### config.mk
export PLATFORM = sky130hd
export DESIGN_NAME = mem_stage_lsu
export DESIGN_NICKNAME = d
export VERILOG_FILES = /design/src/rtl/mem_stage_lsu.sv
export SDC_FILE = /design/constraint.sdc
export NUM_CORES = 1
export LEC_CHECK = 0
export ABC_AREA = 1
export BUFFER_PORTS_ARGS = -buffer_cell sky130_fd_sc_hd__buf_2
export CORE_AREA = 2 2 127 129
export CTS_CLUSTER_SIZE = 16
export DETAILED_ROUTE_END_ITERATION = 7
export DIE_AREA = 0 0 129 131
export PLACE_DENSITY_LB_ADDON = 0.2
export SYNTH_ARGS = -nofsm -noshare
export SYNTH_HDL_FRONTEND = slang
export SYNTH_SLANG_ARGS = --single-unit
### constraint.sdc
create_clock -name clk -period 4.5 [get_ports clk]
set_input_delay 0.9 -clock clk [delete_from_list [all_inputs] [get_ports clk]]
set_output_delay 0.9 -clock clk [all_outputs]
set_load 0.005 [all_outputs]
### src/rtl/mem_stage_lsu.sv
// mem_stage_lsu: memory-stage load/store unit for the barrel pipeline.
// Byte-lane steering, load extension, and bus wait with timeout.
module mem_stage_lsu #(
  parameter int ADDRESS_WIDTH  = 32,
  parameter int DATA_WIDTH     = 32,
  parameter int BITS_THREADS   = 3,
  parameter int TIMEOUT_CYCLES = 16
) (
  input  logic                     clk,
  input  logic                     rst,
  input  logic                     flush_i,
  input  logic                     reg_write_m_i,
  input  logic                     mem_write_m_i,
  input  logic [1:0]               result_src_m_i,
  input  logic [2:0]               funct3_m_i,
  input  logic [ADDRESS_WIDTH-1:0] alu_result_m_i,
  input  logic [DATA_WIDTH-1:0]    write_data_m_i,
  input  logic [4:0]               rd_m_i,
  input  logic [ADDRESS_WIDTH-1:0] pc_plus4_m_i,
  input  logic [BITS_THREADS-1:0]  tid_m_i,
  output logic                     dmem_req_o,
  output logic                     dmem_we_o,
  output logic [ADDRESS_WIDTH-1:0] dmem_addr_o,
  output logic [DATA_WIDTH-1:0]    dmem_wdata_o,
  output logic [3:0]               dmem_be_o,
  input  logic                     dmem_ready_i,
  input  logic [DATA_WIDTH-1:0]    dmem_rdata_i,
  output logic                     stall_m_o,
  output logic                     reg_write_m_o,
  output logic [1:0]               result_src_m_o,
  output logic [ADDRESS_WIDTH-1:0] alu_result_m_o,
  output logic [ADDRESS_WIDTH-1:0] pc_plus4_m_o,
  output logic [4:0]               rd_m_o,
  output logic [BITS_THREADS-1:0]  tid_m_o,
  output logic [DATA_WIDTH-1:0]    read_data_m_o,
  output logic                     misalign_m_o,
  output logic                     bus_err_m_o
);

  localparam int CW = $clog2(TIMEOUT_CYCLES) + 1;
  localparam logic [CW-1:0] CNT_MAX = CW'(TIMEOUT_CYCLES);
  localparam logic [0:0] IDLE = 1'b0;
  localparam logic [0:0] WAIT = 1'b1;

  logic [0:0]    state_q, state_d;
  logic [CW-1:0] cnt_q, cnt_d;
  logic          kill_q, kill_d;

  logic       is_load, access;
  logic       f3_ok, is_half, is_word;
  logic       illegal, legal;
  logic       timeout, done, stall;
  logic [1:0] off;

  logic [15:0]           lane;
  logic [DATA_WIDTH-1:0] load_ext;
  logic [3:0]            st_be;
  logic [DATA_WIDTH-1:0] st_data;

  assign off     = alu_result_m_i[1:0];
  assign is_load = result_src_m_i == 2'b01;
  assign access  = mem_write_m_i | is_load;

  // Decode funct3 into legality and access size
  always_comb begin
    f3_ok   = 1'b1;
    is_half = 1'b0;
    is_word = 1'b0;
    unique case (funct3_m_i)
      3'b000, 3'b100: f3_ok = 1'b1;
      3'b001, 3'b101: is_half = 1'b1;
      3'b010:         is_word = 1'b1;
      default:        f3_ok = 1'b0;
    endcase
  end

  assign illegal = access & (~f3_ok
                 | (mem_write_m_i & funct3_m_i[2])
                 | (is_half & off[0])
                 | (is_word & (|off)));
  assign legal   = access & ~illegal;

  // Ready beats timeout when both land in the same cycle.
  assign timeout = (state_q == WAIT)
                 & (cnt_q == CNT_MAX)
                 & ~dmem_ready_i;
  assign done    = legal & dmem_ready_i;
  assign stall   = legal & ~dmem_ready_i & ~timeout;

  // Next state: stay in WAIT while stalled, else return to IDLE
  always_comb begin
    state_d = IDLE;
    cnt_d   = '0;
    kill_d  = 1'b0;
    if (stall) begin
      state_d = WAIT;
      cnt_d   = cnt_q + 1'b1;
      kill_d  = kill_q | flush_i;
    end
  end

  // State, wait counter and kill flag registers
  always_ff @(posedge clk) begin
    if (rst) begin
      state_q <= IDLE;
      cnt_q   <= '0;
      kill_q  <= 1'b0;
    end else begin
      state_q <= state_d;
      cnt_q   <= cnt_d;
      kill_q  <= kill_d;
    end
  end

  // Store byte enables and lane replication
  always_comb begin
    st_be   = 4'b1111;
    st_data = write_data_m_i;
    unique case (1'b1)
      is_word: begin
        st_be   = 4'b1111;
        st_data = write_data_m_i;
      end
      is_half: begin
        st_be   = 4'b0011 << off;
        st_data = {2{write_data_m_i[15:0]}};
      end
      default: begin
        st_be   = 4'b0001 << off;
        st_data = {4{write_data_m_i[7:0]}};
      end
    endcase
  end

  assign lane = 16'(dmem_rdata_i >> {off, 3'b000});

  // Load lane select and sign/zero extension
  always_comb begin
    load_ext = dmem_rdata_i;
    unique case (funct3_m_i)
      3'b000:  load_ext = {{24{lane[7]}}, lane[7:0]};
      3'b001:  load_ext = {{16{lane[15]}}, lane};
      3'b100:  load_ext = {24'd0, lane[7:0]};
      3'b101:  load_ext = {16'd0, lane};
      default: load_ext = dmem_rdata_i;
    endcase
  end

  assign dmem_req_o   = legal & ~timeout & ~rst;
  assign dmem_we_o    = mem_write_m_i;
  assign dmem_addr_o  = {alu_result_m_i[ADDRESS_WIDTH-1:2], 2'b00};
  assign dmem_wdata_o = st_data;
  assign dmem_be_o    = mem_write_m_i ? st_be : 4'b1111;

  assign stall_m_o     = stall & ~rst;
  assign misalign_m_o  = illegal & ~flush_i & ~rst;
  assign bus_err_m_o   = timeout & ~kill_q & ~flush_i & ~rst;
  assign reg_write_m_o = reg_write_m_i & (done | ~access)
                       & ~illegal & ~kill_q & ~flush_i
                       & ~timeout & ~rst;
  assign read_data_m_o = (done & ~rst) ? load_ext : '0;

  assign result_src_m_o = result_src_m_i;
  assign alu_result_m_o = alu_result_m_i;
  assign pc_plus4_m_o   = pc_plus4_m_i;
  assign rd_m_o         = rd_m_i;
  assign tid_m_o        = tid_m_i;

endmodule

* Yosys cells after proc, flatten, opt, wreduce, memory -nomap -nowiden *
Index checks and enable logic that the tools add are counted.

word-level totals
  word-level logic and storage cells = 67
  bits in registers = 7

operators by class
  shift operators = 3
  bitwise logic cells = 40
  equality and inequality tests = 6
  add/sub/neg operators = 1
  mux-type cells = 9
  reduce and logical (&&, ||, !) cells = 5

operators with widths
  cell                                                                    number
  32-bit case mux with 4 select lines                                     1
  32-bit case mux with 2 select lines                                     1
  32-bit two-way mux                                                      1
  32-bit by 5-bit right shift with 16-bit output                          1
  1-bit AND                                                               25
  1-bit inverter                                                          9
  4-bit case mux with 2 select lines                                      1
  3-bit equality test (second input constant)                             2
  1-bit OR                                                                6
  2-bit OR reduction                                                      3
  5-bit by 1-bit adder with 5-bit output (second input constant)          1
  5-bit equality test (second input constant)                             1
  5-bit OR reduction                                                      1
  1-bit two-way mux                                                       4
  4-bit two-way mux                                                       1
  1-bit by 2-bit left shift with 4-bit output (first input constant)      1
  2-bit by 2-bit left shift with 4-bit output (first input constant)      1
  3-bit by 1-bit equality test with 1-bit output (second input constant)  1
  3-bit by 2-bit equality test with 1-bit output (second input constant)  1
  3-bit logical NOT                                                       1
  2-bit by 1-bit equality test with 1-bit output (second input constant)  1

* Depth between registers and ports, before layout *
  depth in word-level cells = 18
  gate-level depth with buffers = 11
  gate-level depth less buffers = 9

* Least setup slack after synthesis *
No wires, ideal clock.

  path kind = input to output
  start point = in alu_result_m_i[0]
  end point = out read_data_m_o[21]
  setup slack = 1.782 ns
  stages = 11
  arrival = 1.818 ns
  buffers on the path = 3
  cells stage by stage = buf_6 > inv_4 > buf_8 > nand2_4 > nand3_2 > nand2_2 > nand2_4 > nand2_4 > nor2_8 > buf_12 > nor2_2

between the ends
  longest elaborated chain between the ends = 9
  elaborated cells on any way between the ends = 13
  those cells by class = shift: 1; mux: 2; bitwise: 9; reduce/logical: 1

RTL lines
  item                                             RTL line  source
  start, declared                                  16        input logic [ADDRESS_WIDTH-1:0] alu_result_m_i,
  1-bit AND or 2-bit OR reduction (tied branches)  79, 80
  1-bit OR or 1-bit AND (tied branches)            79, 80
  1-bit OR                                         80        | (is_word & (|off)));
  1-bit AND                                        77        assign illegal = access & (~f3_ok
  1-bit inverter                                   81        assign legal = access & ~illegal;
  1-bit AND                                        81
  1-bit AND                                        87        assign done = legal & dmem_ready_i;
  1-bit AND                                        161       assign read_data_m_o = (done & ~rst) ? load_ext : '0;
  32-bit two-way mux (*)                           161
  end, declared                                    35        output logic [DATA_WIDTH-1:0] read_data_m_o,

Mark *: on every way between the ends. The rest lies on a longest branch, timed or not.

* Worst setup path after layout *
  start point = in funct3_m_i[1]
  end point = out read_data_m_o[10]

between the ends
  longest elaborated chain between the ends = 13
  elaborated cells on any way between the ends = 23
  those cells by class = eq/ne: 4; mux: 5; bitwise: 11; reduce/logical: 3

RTL lines
  item                                         RTL line  source
  start, declared                              15        input logic [2:0] funct3_m_i,
  3-bit equality test (tied with other cells)  69, 140
  5-bit OR reduction (no line)                 n/a
  1-bit two-way mux                            69        unique case (funct3_m_i)
  1-bit inverter                               77
  1-bit OR                                     78        | (mem_write_m_i & funct3_m_i[2])
  1-bit OR                                     79        | (is_half & off[0])
  1-bit OR                                     80
  1-bit AND                                    77
  1-bit inverter                               81
  1-bit AND                                    81
  1-bit AND                                    87
  1-bit AND                                    161
  32-bit two-way mux (*)                       161

Marked as above.

==> summary.txt <==
=======================================================================================
Result of the run                                                          finished, final reports clean
CTS Root Buffer Type                                                       sky130_fd_sc_hd__clkbuf_16
Critical path class                                                        primary input to output pin
Required time at the worst-slack endpoint                                       3.60 ns
Summed instance area of the synthesized netlist                                2760 µm²
Start point of the critical path                                           funct3_m_i[1]
Via count                                                                          2898
Slew at the pin closest to its max-slew limit                                  0.648 ns
Post-detailed-route count of antenna-violating nets                                   0
Number of global-route vias before repair                                          2878
Final instance area                                                            2890 µm²
Average routed wire per standard cell                                           15.5 µm
Category of the worst setup path launch point                              primary input
Initial antenna violation count                                                       2
Worst-path clk slew                                                             0.03 ns
Minimum clock period after layout                                               3.81 ns
Final estimated routing congestion in global placement                            0.766
Arrival time at the worst endpoint                                              2.91 ns
Count of buffers from port buffering                                                154
Worst-Skew Late Latency                                                         0.23 ns
Cell total after placement                                                          716
Final-report hold violation count                                                     0
Count of filler cells inserted in the layout                                       1866
Static leakage power                                                            1.66 nW
Beginning of the worst hold path                                           cnt_q[0]$_SDFF_PN0_
Top_reg_cell synth                                                         sky130_fd_sc_hd__dfxtp_1
Layout cells sized above 1                                                        40.3%
Multi-input gate area in the final layout                                      1490 µm²
Die span in x                                                                    129 µm
Seq cells post-synth                                                                  7
Synthesized area divided by synthesized cell count                             5.76 µm²
Final non-filler cell total                                                         720
Critical-path cell list                                                    buf_2 > inv_2 > nand3_2 > nand2_2 > a21oi_4 > nand3_4 > inv_2 > nand2_1 > inv_1 > buf_2
CP max FO                                                                            27
Cells resized by post-CTS repair                                                      0
Worst reg2reg path startpoint                                              cnt_q[0]$_SDFF_PN0_
Placement-stage cell area                                                      2810 µm²
DRC Markers                                                                           0
Total clock sinks                                                                     7
Max incr delay on CP                                                            0.49 ns
Die span in y                                                                    131 µm
Fmax                                                                            262 MHz
Power density of the placed cells                                            153 nW/µm²
Antenna diode count                                                                   0
Number of violations reported at the end of detailed-routing iteration 0            130
Most frequent cells in the layout                                          154 x sky130_fd_sc_hd__buf_2, 150 x sky130_fd_sc_hd__nand2_1, 30 x sky130_fd_sc_hd__nor2_1, 30 x sky130_fd_sc_hd__inv_1
Maximum capacitance violations                                                        0
Max clock buf depth                                                                   2
Number of distinct library cells after synthesis                                     35
Number of endpoints failing setup at the final stage                                  0
Syn. warnings                                                                         0
Leading cell type in the layout, fill and taps excluded                    sky130_fd_sc_hd__buf_2
Share of synthesized flip-flops with an asynchronous set or reset                    0%
Max-slew violation count                                                              0
Total overflow reported by the global router                                          0
Kind of end point of the critical path                                       output pin
Syn Inst Count                                                                      478
Register cell area after layout                                                 140 µm²
Total wire length                                                               11.2 mm
Hold-fix buffers, CTS                                                                 0
TritonCTS clock tree                                                               done
Unrepaired setup endpoints after global routing                                   false
Half-perimeter wire length of the detailed placement result                     9.53 mm
Buffer count from post-CTS setup fixing                                               0
H-tree depth reported by CTS                                                          1
Number of detailed-route iterations in the first pass                                 4
Final #Nets                                                                         654
HP Class                                                                   flip-flop to flip-flop
Layout-stage area growth over the synthesis result                                4.77%
Relative slew margins                                                             56.6%
GR Util All Layers                                                                12.5%
Floorplan Core Area                                                           15600 µm²
Number of standard-cell rows in the floorplan                                        46
Die area                                                                      16900 µm²
Effective utilization at floorplan                                                17.7%
Master of the slowest instance on the critical path                        sky130_fd_sc_hd__a21oi_4
Worst setup skew after layout                                                0.00213 ns
Peak VDD IR                                                                    0.208 mV
Pin count of the biggest net entering global routing                                 28
I/O pin count                                                                       327
Number of enable flip-flop cells after synthesis                                      0
Sequential element share of the synthesized area                                  5.09%
Global-route wire length before repair                                          16.4 mm
Final cycle utilization of the critical path                                      84.8%
Total negative slack for setup checks                                              0 ns
Per-cell via count in the routed design                                            4.03
Number of buffers inserted during clock tree synthesis                                3
=======================================================================================
## stage by stage
stage	util (%)	setup slack, ns	hold WS [ns]	total power, W
2_1_floorplan	-	1.78	0.430	0.000271
3_3_place_gp	18.0	0.681	0.444	0.000293
3_5_place_dp	18.0	0.619	0.456	0.000295
4_1_cts	18.5	0.616	0.475	0.000450
5_1_grt	18.5	0.389	0.497	0.000481
6_report	18.5	0.685	0.460	0.000441
## worst max-delay path, delay by kind of cell
| family | cells | cell delay [ns] |
|---|---|---|
| AOI/OAI and AO/OA | 1 | 0.49 |
| buffers and inverters | 5 | 0.96 |
| and+or+nand+nor | 4 | 0.53 |
## kinds of logic after synthesis
kind of cell / synth area share (%)
flip-flops: 5.09
AND/OR/NAND/NOR: 45.0
adder cells (fa/ha/maj): 0.908
buffers and inverters: 41.1
other: 0.136
AO/OA/AOI/OAI: 6.77
XOR/XNOR: 0.954
## report_power, final
part | leakage (nW) | internal (W) | switching, W
sequential | 0.0565 | 0.0000632 | 0.000000493
clock | 0.0382 | 0.000118 | 0.0000326
combinational | 1.57 | 0.0000870 | 0.000140
## sequential cells by signal, indices dropped and copies added (netlist names)
name and flops:
kill_q 1, cnt_q 5, state_q 1
## cell usage after synthesis (3+ instances only)
cell type                  instances  area, µm²
sky130_fd_sc_hd__nand2_1         150        563
sky130_fd_sc_hd__clkbuf_1          4       15.0
sky130_fd_sc_hd__nand4_1          17        106
sky130_fd_sc_hd__nand2_2           3       18.8
sky130_fd_sc_hd__o211ai_1          4       30.0
sky130_fd_sc_hd__a21oi_1           4       20.0
sky130_fd_sc_hd__buf_6             3       33.8
sky130_fd_sc_hd__nand2_4           3       33.8
sky130_fd_sc_hd__nor2_2           11       68.8
sky130_fd_sc_hd__inv_1            30        113
sky130_fd_sc_hd__nand3_1          24        120
sky130_fd_sc_hd__buf_4           117        878
sky130_fd_sc_hd__nor2_1           30        113
sky130_fd_sc_hd__o21ai_0          24        120
sky130_fd_sc_hd__buf_2             9       45.0
sky130_fd_sc_hd__dfxtp_1           7        140
sky130_fd_sc_hd__or2_2            15       93.8
## final timing paths
check / endpoint / cells past startpoint / slack [ns]
hold reg to reg: cnt_q[0]$_SDFF_PN0_ / 1 / 0.46
hold / removal: cnt_q[0]$_SDFF_PN0_ / 1 / 0.46
setup / recovery: read_data_m_o[10] / 10 / 0.69
setup reg to reg: cnt_q[0]$_SDFF_PN0_ / 7 / 3.16
## area by class of cell
cell class	count	share of cell area [%]
Clock buffer	4	2.73
Sequential cell	7	4.85
Tap cell	216	9.36
Multi-Input combinational cell	304	51.5
Timing Repair Buffer	156	27.2
Inverter	33	4.38
## routing by layer
layer	global-route usage, %	vias to the layer above	part of all wire, %
met4	3.52	4	2.3
met1	14.2	1299	39
met2	23.2	135	51
li1	-	1429	-
met3	3.05	31	7.7
met5	0	-	0.18
Power figures use the tool's default switching activity.
